$ cat config.mk
export PLATFORM = sky130hd
export DESIGN_NAME = l2_line_arbiter
export DESIGN_NICKNAME = d
export VERILOG_FILES = /design/src/rtl/l2_line_arbiter.sv
export SDC_FILE = /design/constraint.sdc
export NUM_CORES = 1
export LEC_CHECK = 0
export CAP_MARGIN = 20
export CORE_AREA = 3 3 558 560
export CTS_BUF_LIST = sky130_fd_sc_hd__clkbuf_4 sky130_fd_sc_hd__clkbuf_8
export CTS_CLUSTER_DIAMETER = 30
export CTS_CLUSTER_SIZE = 28
export DETAILED_ROUTE_END_ITERATION = 10
export DIE_AREA = 0 0 561 563
export PLACE_DENSITY = 0.3
export SETUP_SLACK_MARGIN = 0.2
export SYNTH_ARGS = -nofsm -noshare
export SYNTH_HDL_FRONTEND = slang
export SYNTH_SLANG_ARGS = --single-unit
$ cat constraint.sdc
create_clock -name clk -period 21.3 [get_ports clk]
set_clock_uncertainty 0.1 [all_clocks]
set_input_delay 3.195 -clock clk [delete_from_list [all_inputs] [get_ports clk]]
set_output_delay 3.195 -clock clk [all_outputs]
set_load 0.005 [all_outputs]
$ cat src/rtl/l2_line_arbiter.sv
// Arbitrates the single line-wide L2 port between the I-cache and the D-cache.
// One transaction in flight at a time; saturating per-requester grant counters.
module l2_line_arbiter #(
  parameter int LINE_WIDTH = 256,
  parameter int ADDR_WIDTH = 32,
  parameter bit FAIR       = 1'b1
) (
  input  logic                  clk,
  input  logic                  rst,
  input  logic                  icache_read,
  input  logic [ADDR_WIDTH-1:0] icache_address,
  output logic [LINE_WIDTH-1:0] icache_rdata,
  output logic                  icache_resp,
  input  logic                  dcache_read,
  input  logic                  dcache_write,
  input  logic [ADDR_WIDTH-1:0] dcache_address,
  input  logic [LINE_WIDTH-1:0] dcache_wdata,
  output logic [LINE_WIDTH-1:0] dcache_rdata,
  output logic                  dcache_resp,
  output logic                  mem_read,
  output logic                  mem_write,
  output logic [ADDR_WIDTH-1:0] mem_address,
  output logic [LINE_WIDTH-1:0] mem_wdata,
  input  logic [LINE_WIDTH-1:0] mem_rdata,
  input  logic                  mem_resp,
  output logic [31:0]           icache_grants,
  output logic [31:0]           dcache_grants
);

  typedef enum logic [1:0] {IDLE, I_BUSY, D_BUSY} state_t;

  state_t state;
  state_t state_next;
  logic   last_grant_d;
  logic   we;
  logic   d_req;
  logic   grant_i;
  logic   grant_d;
  logic   busy_i;
  logic   busy_d;

  // A read+write collision from the D-cache is treated as a write.
  assign d_req = dcache_read | dcache_write;

  always_comb begin
    state_next = state;
    grant_i    = 1'b0;
    grant_d    = 1'b0;
    case (state)
      IDLE: begin
        if (icache_read && d_req) begin
          if (FAIR && last_grant_d) grant_i = 1'b1;
          else                      grant_d = 1'b1;
        end else if (icache_read) begin
          grant_i = 1'b1;
        end else if (d_req) begin
          grant_d = 1'b1;
        end
        if (grant_i) state_next = I_BUSY;
        if (grant_d) state_next = D_BUSY;
      end
      I_BUSY, D_BUSY: begin
        if (mem_resp) state_next = IDLE;
      end
      default: state_next = IDLE;
    endcase
  end

  always_ff @(posedge clk or posedge rst) begin
    if (rst) begin
      state         <= IDLE;
      last_grant_d  <= 1'b1;
      we            <= 1'b0;
      mem_address   <= '0;
      mem_wdata     <= '0;
      icache_grants <= '0;
      dcache_grants <= '0;
    end else begin
      state <= state_next;
      if (grant_i) begin
        mem_address  <= icache_address;
        we           <= 1'b0;
        last_grant_d <= 1'b0;
        if (icache_grants != '1) icache_grants <= icache_grants + 32'd1;
      end
      if (grant_d) begin
        mem_address  <= dcache_address;
        mem_wdata    <= dcache_wdata;
        we           <= dcache_write;
        last_grant_d <= 1'b1;
        if (dcache_grants != '1) dcache_grants <= dcache_grants + 32'd1;
      end
    end
  end

  // Strobes come from registered state; responses are combinational on mem_resp.
  assign busy_i       = (state == I_BUSY);
  assign busy_d       = (state == D_BUSY);
  assign mem_read     = busy_i | (busy_d & ~we);
  assign mem_write    = busy_d & we;
  assign icache_resp  = busy_i & mem_resp;
  assign dcache_resp  = busy_d & mem_resp;
  assign icache_rdata = mem_rdata;
  assign dcache_rdata = mem_rdata;

endmodule

==> impl_metrics.csv, run 1 <==
group,metric,value,unit
power,swShare,0.396,
final_layout,layout.nets,2929,
power,power,0.00416,W
worst_setup_path,cp-start-kind,"primary input",
min_path,hold_class,"reg2reg",
drt,first_iter_violations,721,
run_status,status,"finished, final reports clean",
power,power_leakage,11.9,nW
yosys,synth_fp_nets,2665,
clock_tree,cts_buffers,149,
final_layout,n_fill_cell,35712,
floorplanning,coreArea,306000,µm²
floorplanning,dieWidth,561,µm
timing,finalCriticalPeriod,8.15,ns
timing,slew_viol_final,0,
yosys,synth_top_area_share,0.490,
worst_setup_path,path_delay_family,"buffers and inverters",
clock_tree,ctsResizeCount,0,
flow_run,cap_viol_max_count,0,
drt,first_pass_iters,4,
drt,ant_nets,0,
clock_tree,postCtsHoldBufs,0,
clock_tree,cts_sinks,356,
worst_setup_path,crit_arrival,4.85,ns
drt,wirelength,154000,µm
clock_tree,clk_latency,0.82,ns
yosys,synth_area_leaders,"dfrtp_1 49%, buf_4 21%, nand2_1 18%",
floorplanning,die_y,563,µm
yosys,yosysSeqAreaShare,0.491,
clock_tree,clockBufferDepth,4,
drt,route.vias.total,15515,
yosys,synth_ff_type,"dfrtp_1",
floorplanning,rows,203,
placed_design,post-dp-hpwl,130000,µm
power,peakVddDrop,0.0675,mV
yosys,yosys-top-cells-count,"854 x nand2_1, 512 x buf_4, 355 x dfrtp_1",
power,p_switching,0.00165,W
global_route,grt_pass1_vias,17039,
drt,wl_per_cell,23.5,µm
timing,setup_tns,0,ns
timing,worst_slack,13.15,ns
placed_design,place_area,26100,µm²
global_route,grt_max_degree,84,
timing,setup_viol,0,
worst_setup_path,cpMaxStageDelayCell,"clkdlybuf4s50_1",
clock_tree,htree_levels,4,
power,pwr-share-comb,0.394,
final_layout,final_layout_size_suffix_gt1_frac,0.122,
clock_tree,post_cts_buffers,0,
timing,slew_headroom,0.332,
global_route,grt-ovfl-total,0,
timing,holdWs,0.366,ns
clock_tree,root_buffer,"clkbuf_8",
drt,avgViaCountPerCell,2.37,
yosys,synth_seq_cells,356,
timing,worstMarginPinSlew,1.00,ns
yosys,async_flop_share,1.00,
global_route,grt_pass1_wl,191000,µm
floorplanning,ios,1450,
power,seqPwrFrac,0.284,
placed_design,place_congestion,0.860,
worst_setup_path,critPathMaxFanout,3,
timing,rsz0062_at_grt,"no",
floorplanning,start_util,0.0592,
power,internal_power,0.00251,W
yosys,post-synth-top-count-cell,"nand2_1",
final_layout,final_area,29200,µm²
worst_setup_path,cpPeakStageDelay,0.87,ns
yosys,avgSynthCellArea,8.72,µm²
worst_setup_path,critical_path_required,18.01,ns
timing,min_period_over_period,0.383,
placed_design,preCtsSetupSlack,13.07,ns
worst_setup_path,critPathCaptureType,"output pin",
yosys,yosys_warnings,0,
worst_setup_path,cpMostUsedCell,"clkdlybuf4s50_1",
power,power_density,142,nW/µm²
placed_design,portBuffers,681,
yosys,synth_area,18100,µm²
final_layout,area_delta_synth_final,61.2,%
clock_tree,cts_tree,"yes",
yosys,synth-edff-count,0,
power,clock_power_share,0.322,
global_route,antenna_found_initial,52,
yosys,synth_cell_types,45,
worst_setup_path,path_buf_inv,2,
global_route,grt_use_total,0.0936,
yosys,syn_inst,2078,
worst_setup_path,crit_type,"in2out",
floorplanning,die_area,316000,µm²
yosys,synth_top_cell_by_area,"dfrtp_1",
clock_tree,clk_pin_slew_worst_paths,0.04,ns
worst_setup_path,crit_chain,"clkdlybuf4s50_1, and2_1, clkdlybuf4s50_1",
drt,drc,0,
timing,hold_viol_final,0,
timing,clock.fmax,123,MHz
cells by family after synthesis:
kind of cell             count (synthesis)  share of synthesized area
AND/OR/NAND/NOR                       1007                      0.225
buffers and inverters                  596                      0.230
flip-flops                             356                      0.491
XOR/XNOR                                59                     0.0285
AO/OA/AOI/OAI                           52                     0.0206
adder cells (fa/ha/maj)                  5                    0.00345
multiplexers                             3                    0.00186
final timing paths:
path,to,slack (ns),start,cells after the start
worst max-delay path,dcache_resp,13.15,mem_resp,3
worst min-delay path,mem_wdata[16],0.37,mem_wdata[16],2
worst max register to register,mem_wdata[26],17.93,last_grant_d,6
worst min register to register,mem_wdata[16],0.37,mem_wdata[16],2
max in group asynchronous,mem_wdata[28],16.17,rst,4
min in group asynchronous,mem_wdata[116],2.76,rst,2
worst min-delay path: cells and delay by family, from the launching register on:
family        cells  cell delay [ns]
flops             1             0.33
simple gates      2             0.10
final cells by class:
type                    count  area [µm²]  area share
diodes                      3        7.51    0.000257
clock buffers             228        2880      0.0984
clock inverters            33         239     0.00818
inverters                  10        45.0     0.00154
multi-input cells        1126        5070       0.173
flip-flops and latches    356        8910       0.305
well taps                4100        5130       0.176
repair buffers            699        6950       0.238
placed cells by master, fill, tap and decap left out, types with 2 or more instances in the layout:
master | Yosys | final
nand2_1 | 854 | 853
clkdlybuf4s50_1 | 0 | 681
dfrtp_1 | 355 | 355
clkbuf_8 | 0 | 186
nor2_1 | 45 | 45
clkbuf_4 | 0 | 42
xnor2_1 | 40 | 40
a31oi_1 | 33 | 33
nand3_1 | 29 | 29
nand4_1 | 20 | 20
xor2_1 | 19 | 19
buf_4 | 512 | 18
clkinv_2 | 0 | 16
and3_1 | 14 | 14
nor4_1 | 10 | 10
inv_1 | 10 | 9
clkinvlp_4 | 0 | 9
nor3_1 | 8 | 8
and4_1 | 7 | 7
and2_1 | 6 | 5
ha_1 | 5 | 5
a21oi_1 | 4 | 4
clkinv_4 | 0 | 4
diode_2 | 0 | 3
or2_2 | 3 | 3
mux2_2 | 3 | 3
inv_6 | 0 | 3
o211ai_1 | 2 | 2
o31ai_1 | 2 | 2
nand2b_1 | 2 | 2
o21ai_0 | 2 | 2
registers in the layout, indices dropped and copies added, names as in the netlist:
| name | cells |
|---|---|
| mem_address | 32 |
| state | 2 |
| dcache_grants | 32 |
| last_grant_d | 1 |
| we | 1 |
| icache_grants | 32 |
| mem_wdata | 256 |
metal layers:
metal | track usage | up-vias | wire, µm
met1 | 0.0813 | 7168 | 46800
met4 | 0.0468 | 10 | 8710
met5 | 0.0119 | - | 508
met2 | 0.138 | 1298 | 64000
met3 | 0.0949 | 471 | 33900
li1 | - | 6568 | -
through the flow:
step / cells / utilization
global placement: 6291 / 0.0852
global route: 6553 / 0.0954
detailed placement: 6291 / 0.0852
floorplan: 2078 / -
CTS: 6552 / 0.0954
finish: 6555 / 0.0954
power groups by stage:
stage / clock network (W) / logic, W / registers (W)
floorplan: 0 / 0.000532 / 0.00114
global placement: 0 / 0.00175 / 0.00118
detailed placement: 0 / 0.00173 / 0.00118
CTS: 0.00141 / 0.00174 / 0.00118
global route: 0.00145 / 0.00187 / 0.00122
finish: 0.00134 / 0.00164 / 0.00118
Power figures use the tool's default switching activity.
==> run 2: changes to the inputs <==
--- a/config.mk
+++ b/config.mk
@@ -6,12 +6,12 @@
 export NUM_CORES = 1
 export LEC_CHECK = 0
 export CAP_MARGIN = 20
-export CORE_AREA = 3 3 558 560
+export CORE_AREA = 3 3 565 567
 export CTS_BUF_LIST = sky130_fd_sc_hd__clkbuf_4 sky130_fd_sc_hd__clkbuf_8
 export CTS_CLUSTER_DIAMETER = 30
 export CTS_CLUSTER_SIZE = 28
 export DETAILED_ROUTE_END_ITERATION = 10
-export DIE_AREA = 0 0 561 563
+export DIE_AREA = 0 0 568 570
 export PLACE_DENSITY = 0.3
 export SETUP_SLACK_MARGIN = 0.2
 export SYNTH_ARGS = -nofsm -noshare
==> constraint.sdc (replaced) <==
create_clock -name clk -period 8.5 [get_ports clk]
set_clock_uncertainty 0.1 [all_clocks]
set_input_delay 1.275 -clock clk [delete_from_list [all_inputs] [get_ports clk]]
set_output_delay 1.275 -clock clk [all_outputs]
set_load 0.005 [all_outputs]
==> run 2 against run 1 <==
Compared with the run above: sequential power grew to 2.6 times the previous value; design area increased by 0.86%; clock power grew to 2.6 times the previous value; non-clock buffer count unchanged.
==> impl_metrics.csv, run 2 (synthesis results as in run 1) <==
group,metric,value,unit
power,power_leakage,12.0,nW
power,internal_power,0.00641,W
timing,clock.fmax,252,MHz
timing,slew_headroom,0.389,
final_layout,layout_commonest_cell,"nand2_1",
min_path,worstHoldPathCells,2,
drt,first_iter_violations,739,
flow_run,cap_viol_max_count,0,
clock_tree,root_buffer,"clkbuf_8",
clock_tree,htree_levels,4,
clock_tree,postCtsHoldBufs,0,
global_route,grt-ovfl-total,0,
power,peakVddDrop,0.195,mV
worst_setup_path,rr_worst_depth,7,
drt,top_layer,"met5",
drt,first_pass_iters,5,
worst_setup_path,worstReg2RegEnd,"mem_wdata[12]",
clock_tree,post_cts_buffers,0,
worst_setup_path,crit_type,"reg2out",
final_layout,largest_reg_flops,256,
final_layout,area_delta_synth_final,62.6,%
power,p_switching,0.00411,W
final_layout,regMostFlops,"mem_wdata",
clock_tree,cts_tree,"yes",
clock_tree,clk_latency,0.88,ns
drt,drt-met1-wl,49200,µm
min_path,hold-path-endpoint,"mem_wdata[111]",
min_path,min_from,"mem_wdata[111]",
final_layout,final_area,29500,µm²
drt,route.met3.wl,29300,µm
placed_design,post-dp-hpwl,125000,µm
global_route,grt_max_degree,106,
final_layout,final_layout_size_suffix_gt1_frac,0.125,
placed_design,portBuffers,681,
global_route,grt_use_total,0.0885,
clock_tree,cts_buffers,155,
timing,worstMarginPinSlew,0.916,ns
floorplanning,coreArea,315000,µm²
clock_tree,clk_pin_slew_worst_paths,0.05,ns
power,power,0.0105,W
timing,min_period_over_period,0.466,
worst_setup_path,cp-start-kind,"register",
floorplanning,die_y,570,µm
worst_setup_path,worstReg2RegStart,"state[0]",
worst_setup_path,critPathMaxFanout,3,
drt,wl_met2,63800,µm
power,seqPwrFrac,0.287,
placed_design,place_area,26200,µm²
power,clock_power_share,0.337,
drt,wl_per_cell,22.5,µm
floorplanning,rows,206,
timing,hold_viol_final,0,
timing,finalCriticalPeriod,3.96,ns
timing,rsz0062_at_grt,"no",
floorplanning,dieWidth,568,µm
worst_setup_path,r2r_slack,5.41,ns
run_status,status,"finished, final reports clean",
floorplanning,ios,1450,
worst_setup_path,critPathCaptureType,"output pin",
worst_setup_path,crit_arrival,2.59,ns
global_route,antenna_found_initial,55,
floorplanning,start_util,0.0576,
min_path,hold_class,"reg2reg",
timing,setup_tns,0,ns
drt,wirelength,149000,µm
clock_tree,cts_sinks,356,
global_route,grt_pass1_vias,16768,
placed_design,place_congestion,0.830,
final_layout,layout.nets,2935,
power,power_density,357,nW/µm²
power,pwr-share-comb,0.376,
floorplanning,die_area,324000,µm²
drt,avgViaCountPerCell,2.34,
worst_setup_path,critical_path_required,7.12,ns
power,swShare,0.391,
timing,slew_viol_final,0,
clock_tree,ctsResizeCount,0,
global_route,grt_pass1_wl,186000,µm
clock_tree,clockBufferDepth,4,
drt,ant_nets,0,
drt,drc,0,
drt,route.vias.total,15525,
timing,setup_viol,0,
final_layout,final_cell_mix,"853 x nand2_1, 681 x clkdlybuf4s50_1, 355 x dfrtp_1",
==> run 2: metrics by stage <==
| step | cells | util | hold slack (ns) | worst slack [ns] |
|---|---|---|---|---|
| after floorplan | 2078 | - | 0.354 | 2.36 |
| after global placement | 6350 | 0.0833 | 0.357 | 4.18 |
| after CTS | 6621 | 0.0936 | 0.374 | 4.20 |
| after global routing | 6622 | 0.0936 | 0.396 | 4.24 |
| final | 6625 | 0.0937 | 0.371 | 4.54 |
| after detailed placement | 6351 | 0.0833 | 0.361 | 4.16 |
==> run 2: per-layer routing <==
metal / global-route usage / vias to the layer above
li1: - / 6594
met1: 0.0837 / 7189
met2: 0.133 / 1280
met3: 0.0802 / 440
met4: 0.0362 / 22
met5: 0.00952 / -
==> run 2: critical path, cell delays in order, from the launching register on <==
cell and delay (ns):
dfrtp_1 0.40, inv_1 0.09, ha_1 0.19, and2_1 0.13, clkdlybuf4s50_1 0.88
==> run 2: worst max path at each step <==
stage / start / endpoint / cells after the start / slack (ns)
detailed placement: icache_read / mem_wdata[12] / 7 / 4.16
floorplan: rst / dcache_grants[0] / 1 / 2.36
global placement: icache_read / mem_wdata[238] / 7 / 4.18
global route: state[0] / mem_write / 4 / 4.24
finish: state[0] / mem_write / 4 / 4.54
CTS: state[0] / mem_write / 4 / 4.20
==> run 2: area by class of cell <==
| class | count | area (µm²) |
|---|---|---|
| tap | 4160 | 5200 |
| fill | 36486 | 285000 |
| multi-input combinational | 1126 | 5070 |
| timing repair buffer | 699 | 7000 |
| sequential | 356 | 8910 |
| clock inverter | 41 | 372 |
| inverter | 10 | 41.3 |
| clock buffer | 229 | 2870 |
| antenna | 4 | 10.0 |
==> run 2: power groups by stage <==
stage	sequential (W)	combinational [W]	clock [W]
after floorplan	0.00287	0.00133	0
after global placement	0.00301	0.00418	0
after detailed placement	0.00300	0.00417	0
after CTS	0.00301	0.00419	0.00375
after global routing	0.00310	0.00447	0.00383
final	0.00302	0.00396	0.00355
==> run 3: changes to the inputs <==
--- a/config.mk
+++ b/config.mk
@@ -6,12 +6,12 @@
 export NUM_CORES = 1
 export LEC_CHECK = 0
 export CAP_MARGIN = 20
-export CORE_AREA = 3 3 565 567
+export CORE_AREA = 3 3 558 560
 export CTS_BUF_LIST = sky130_fd_sc_hd__clkbuf_4 sky130_fd_sc_hd__clkbuf_8
 export CTS_CLUSTER_DIAMETER = 30
 export CTS_CLUSTER_SIZE = 28
 export DETAILED_ROUTE_END_ITERATION = 10
-export DIE_AREA = 0 0 568 570
+export DIE_AREA = 0 0 561 563
 export PLACE_DENSITY = 0.3
 export SETUP_SLACK_MARGIN = 0.2
 export SYNTH_ARGS = -nofsm -noshare
==> constraint.sdc (replaced) <==
create_clock -name clk -period 3.3 [get_ports clk]
set_clock_uncertainty 0.1 [all_clocks]
set_input_delay 0.495 -clock clk [delete_from_list [all_inputs] [get_ports clk]]
set_output_delay 0.495 -clock clk [all_outputs]
set_load 0.005 [all_outputs]
==> run 3 against run 2 <==
Compared with the run above: core utilization grew 1.1 points; clock power grew to 2.6 times the previous value; largest cell class is now non-clock buffers; flip-flop and latch count is the same; critical path depth is the same; critical path type unchanged; hold slack lost 0.22 ns; setup slack lost 4.1 ns; design area grew 8.7%; register-to-register slack lost 4.9 ns; clock-buffer cell count grew 15; combinational power grew to 2.9 times the previous value; via count grew 5.8%; sequential share of layout area shrank 2.4 points.
==> impl_metrics.csv, run 3 (synthesis results as in run 1) <==
group,metric,value,unit
drt,route.vias.total,16429,
clock_tree,root_buffer,"clkbuf_8",
timing,clock.fmax,346,MHz
final_layout,largest_reg_flops,256,
final_layout,final_util,0.105,
drt,ant_nets,0,
final_layout,final_area,32000,µm²
worst_setup_path,crit_type,"reg2out",
floorplanning,coreArea,306000,µm²
final_layout,regMostFlops,"mem_wdata",
worst_setup_path,critical_path_required,2.70,ns
worst_setup_path,cp-start-kind,"register",
global_route,grt_max_degree,90,
floorplanning,rows,203,
floorplanning,die_area,316000,µm²
power,peakVddDrop,0.344,mV
final_layout,multiInputGateArea,5070,µm²
worst_setup_path,crit_arrival,2.29,ns
worst_setup_path,critPathMaxFanout,3,
timing,hold_viol_final,0,
global_route,grt_use_total,0.0964,
power,power_density,892,nW/µm²
global_route,grt-ovfl-total,0,
final_layout,n_fill_cell,35535,
placed_design,place_congestion,0.801,
power,power_leakage,13.1,nW
timing,setup_viol,0,
timing,worstMarginPinSlew,0.751,ns
global_route,antenna_found_initial,52,
floorplanning,start_util,0.0592,
global_route,grt_pass1_wl,198000,µm
drt,first_iter_violations,732,
floorplanning,dieWidth,561,µm
timing,rsz0062_at_grt,"no",
clock_tree,cts_buffers,156,
global_route,grt_pass1_vias,18081,
run_status,status,"finished, final reports clean",
drt,wl_per_cell,23.2,µm
min_path,hold_class,"in2reg",
power,power,0.0286,W
clock_tree,cts_sinks,356,
clock_tree,clk_pin_slew_worst_paths,0.05,ns
drt,drc,0,
clock_tree,clockBufferDepth,4,
drt,wirelength,158000,µm
flow_run,cap_viol_max_count,0,
timing,finalCriticalPeriod,2.89,ns
placed_design,post-dp-hpwl,134000,µm
timing,slew_headroom,0.499,
final_layout,layout_commonest_cell,"nand2_1",
clock_tree,clk_latency,0.85,ns
floorplanning,ios,1450,
timing,slew_viol_final,0,
final_layout,area_delta_synth_final,76.8,%
clock_tree,htree_levels,4,
final_layout,layout.nets,3182,
drt,first_pass_iters,5,
timing,min_period_over_period,0.875,
worst_setup_path,critPathCaptureType,"output pin",
floorplanning,die_y,563,µm
final_layout,final_layout_size_suffix_gt1_frac,0.125,
final_layout,ff_latch_area,8910,µm²
clock_tree,post_cts_buffers,0,
final_layout,final_cell_mix,"853 x nand2_1, 678 x clkdlybuf4s50_1, 355 x dfrtp_1",
placed_design,portBuffers,681,
drt,avgViaCountPerCell,2.41,
placed_design,place_area,26500,µm²
clock_tree,cts_tree,"yes",
run 3: changes by cell type in the layout (fill, tap and decap cells not counted), moves of 2 or more:
| cell | delta |
|---|---|
| dlygate4sd3_1 | +219 |
| dlygate4sd2_1 | +2 |
| inv_6 | -2 |
| clkbuf_4 | +8 |
| diode_2 | +2 |
| clkbuf_8 | +7 |
| clkinv_2 | -10 |
| buf_4 | +18 |
| buf_12 | +10 |
| clkdlybuf4s50_1 | -3 |
run 3: final timing paths:
kind	start	endpoint	slack, ns	cells past startpoint
worst max-delay path	state[0]	dcache_resp	0.41	4
worst min-delay path	dcache_wdata[238]	mem_wdata[238]	0.15	3
worst max register to register	state[0]	mem_address[8]	0.56	7
worst min register to register	mem_wdata[107]	mem_wdata[107]	0.36	2
max in group asynchronous	rst	mem_wdata[250]	1.66	5
min in group asynchronous	rst	mem_wdata[78]	0.54	4
run 3: layout make-up:
type                       instances  area share
multi-input combinational       1126       0.158
clock inverter                    31      0.0105
timing repair buffer             945       0.297
clock buffer                     244      0.0945
tap                             4100       0.160
inverter                          10     0.00129
sequential                       356       0.278
antenna                            6    0.000469
run 3: stage by stage:
stage	instances	setup WS [ns]	hold slack, ns	setup TNS [ns]
floorplan	2078	-2.06	0.354	-733.67
CTS	6812	0.160	0.000608	0
finish	6818	0.413	0.151	0
detailed placement	6318	0.324	0.361	0
global route	6815	0.221	0.0456	0
global placement	6318	0.374	0.357	0
run 3: power by group:
group / switching (W) / internal, W / leakage, nW / total, W
clock network: 0.00326 / 0.00615 / 1.79 / 0.00940
logic: 0.00652 / 0.00507 / 6.90 / 0.0116
registers: 0.00136 / 0.00623 / 4.42 / 0.00759
total: 0.0111 / 0.0175 / 13.1 / 0.0286
run 3: worst max-delay path: stages, from the launching register on:
cell and delay [ns]:
dfrtp_1 0.41, inv_1 0.10, ha_1 0.22, and2_1 0.14, clkdlybuf4s50_1 0.57
run 3: repair_timing:
item                                   4_1_cts  5_1_grt
resized for setup                            2        0
hold buffers                               219        0
setup endpoints to repair                    2        0
endpoints found under the hold margin      265        0
run 3: per-layer routing:
| layer | track usage | routed length, µm |
|---|---|---|
| met2 | 0.141 | 66100 |
| met4 | 0.0574 | 10200 |
| met5 | 0.00813 | 376 |
| met1 | 0.0825 | 47100 |
| met3 | 0.0957 | 34600 |
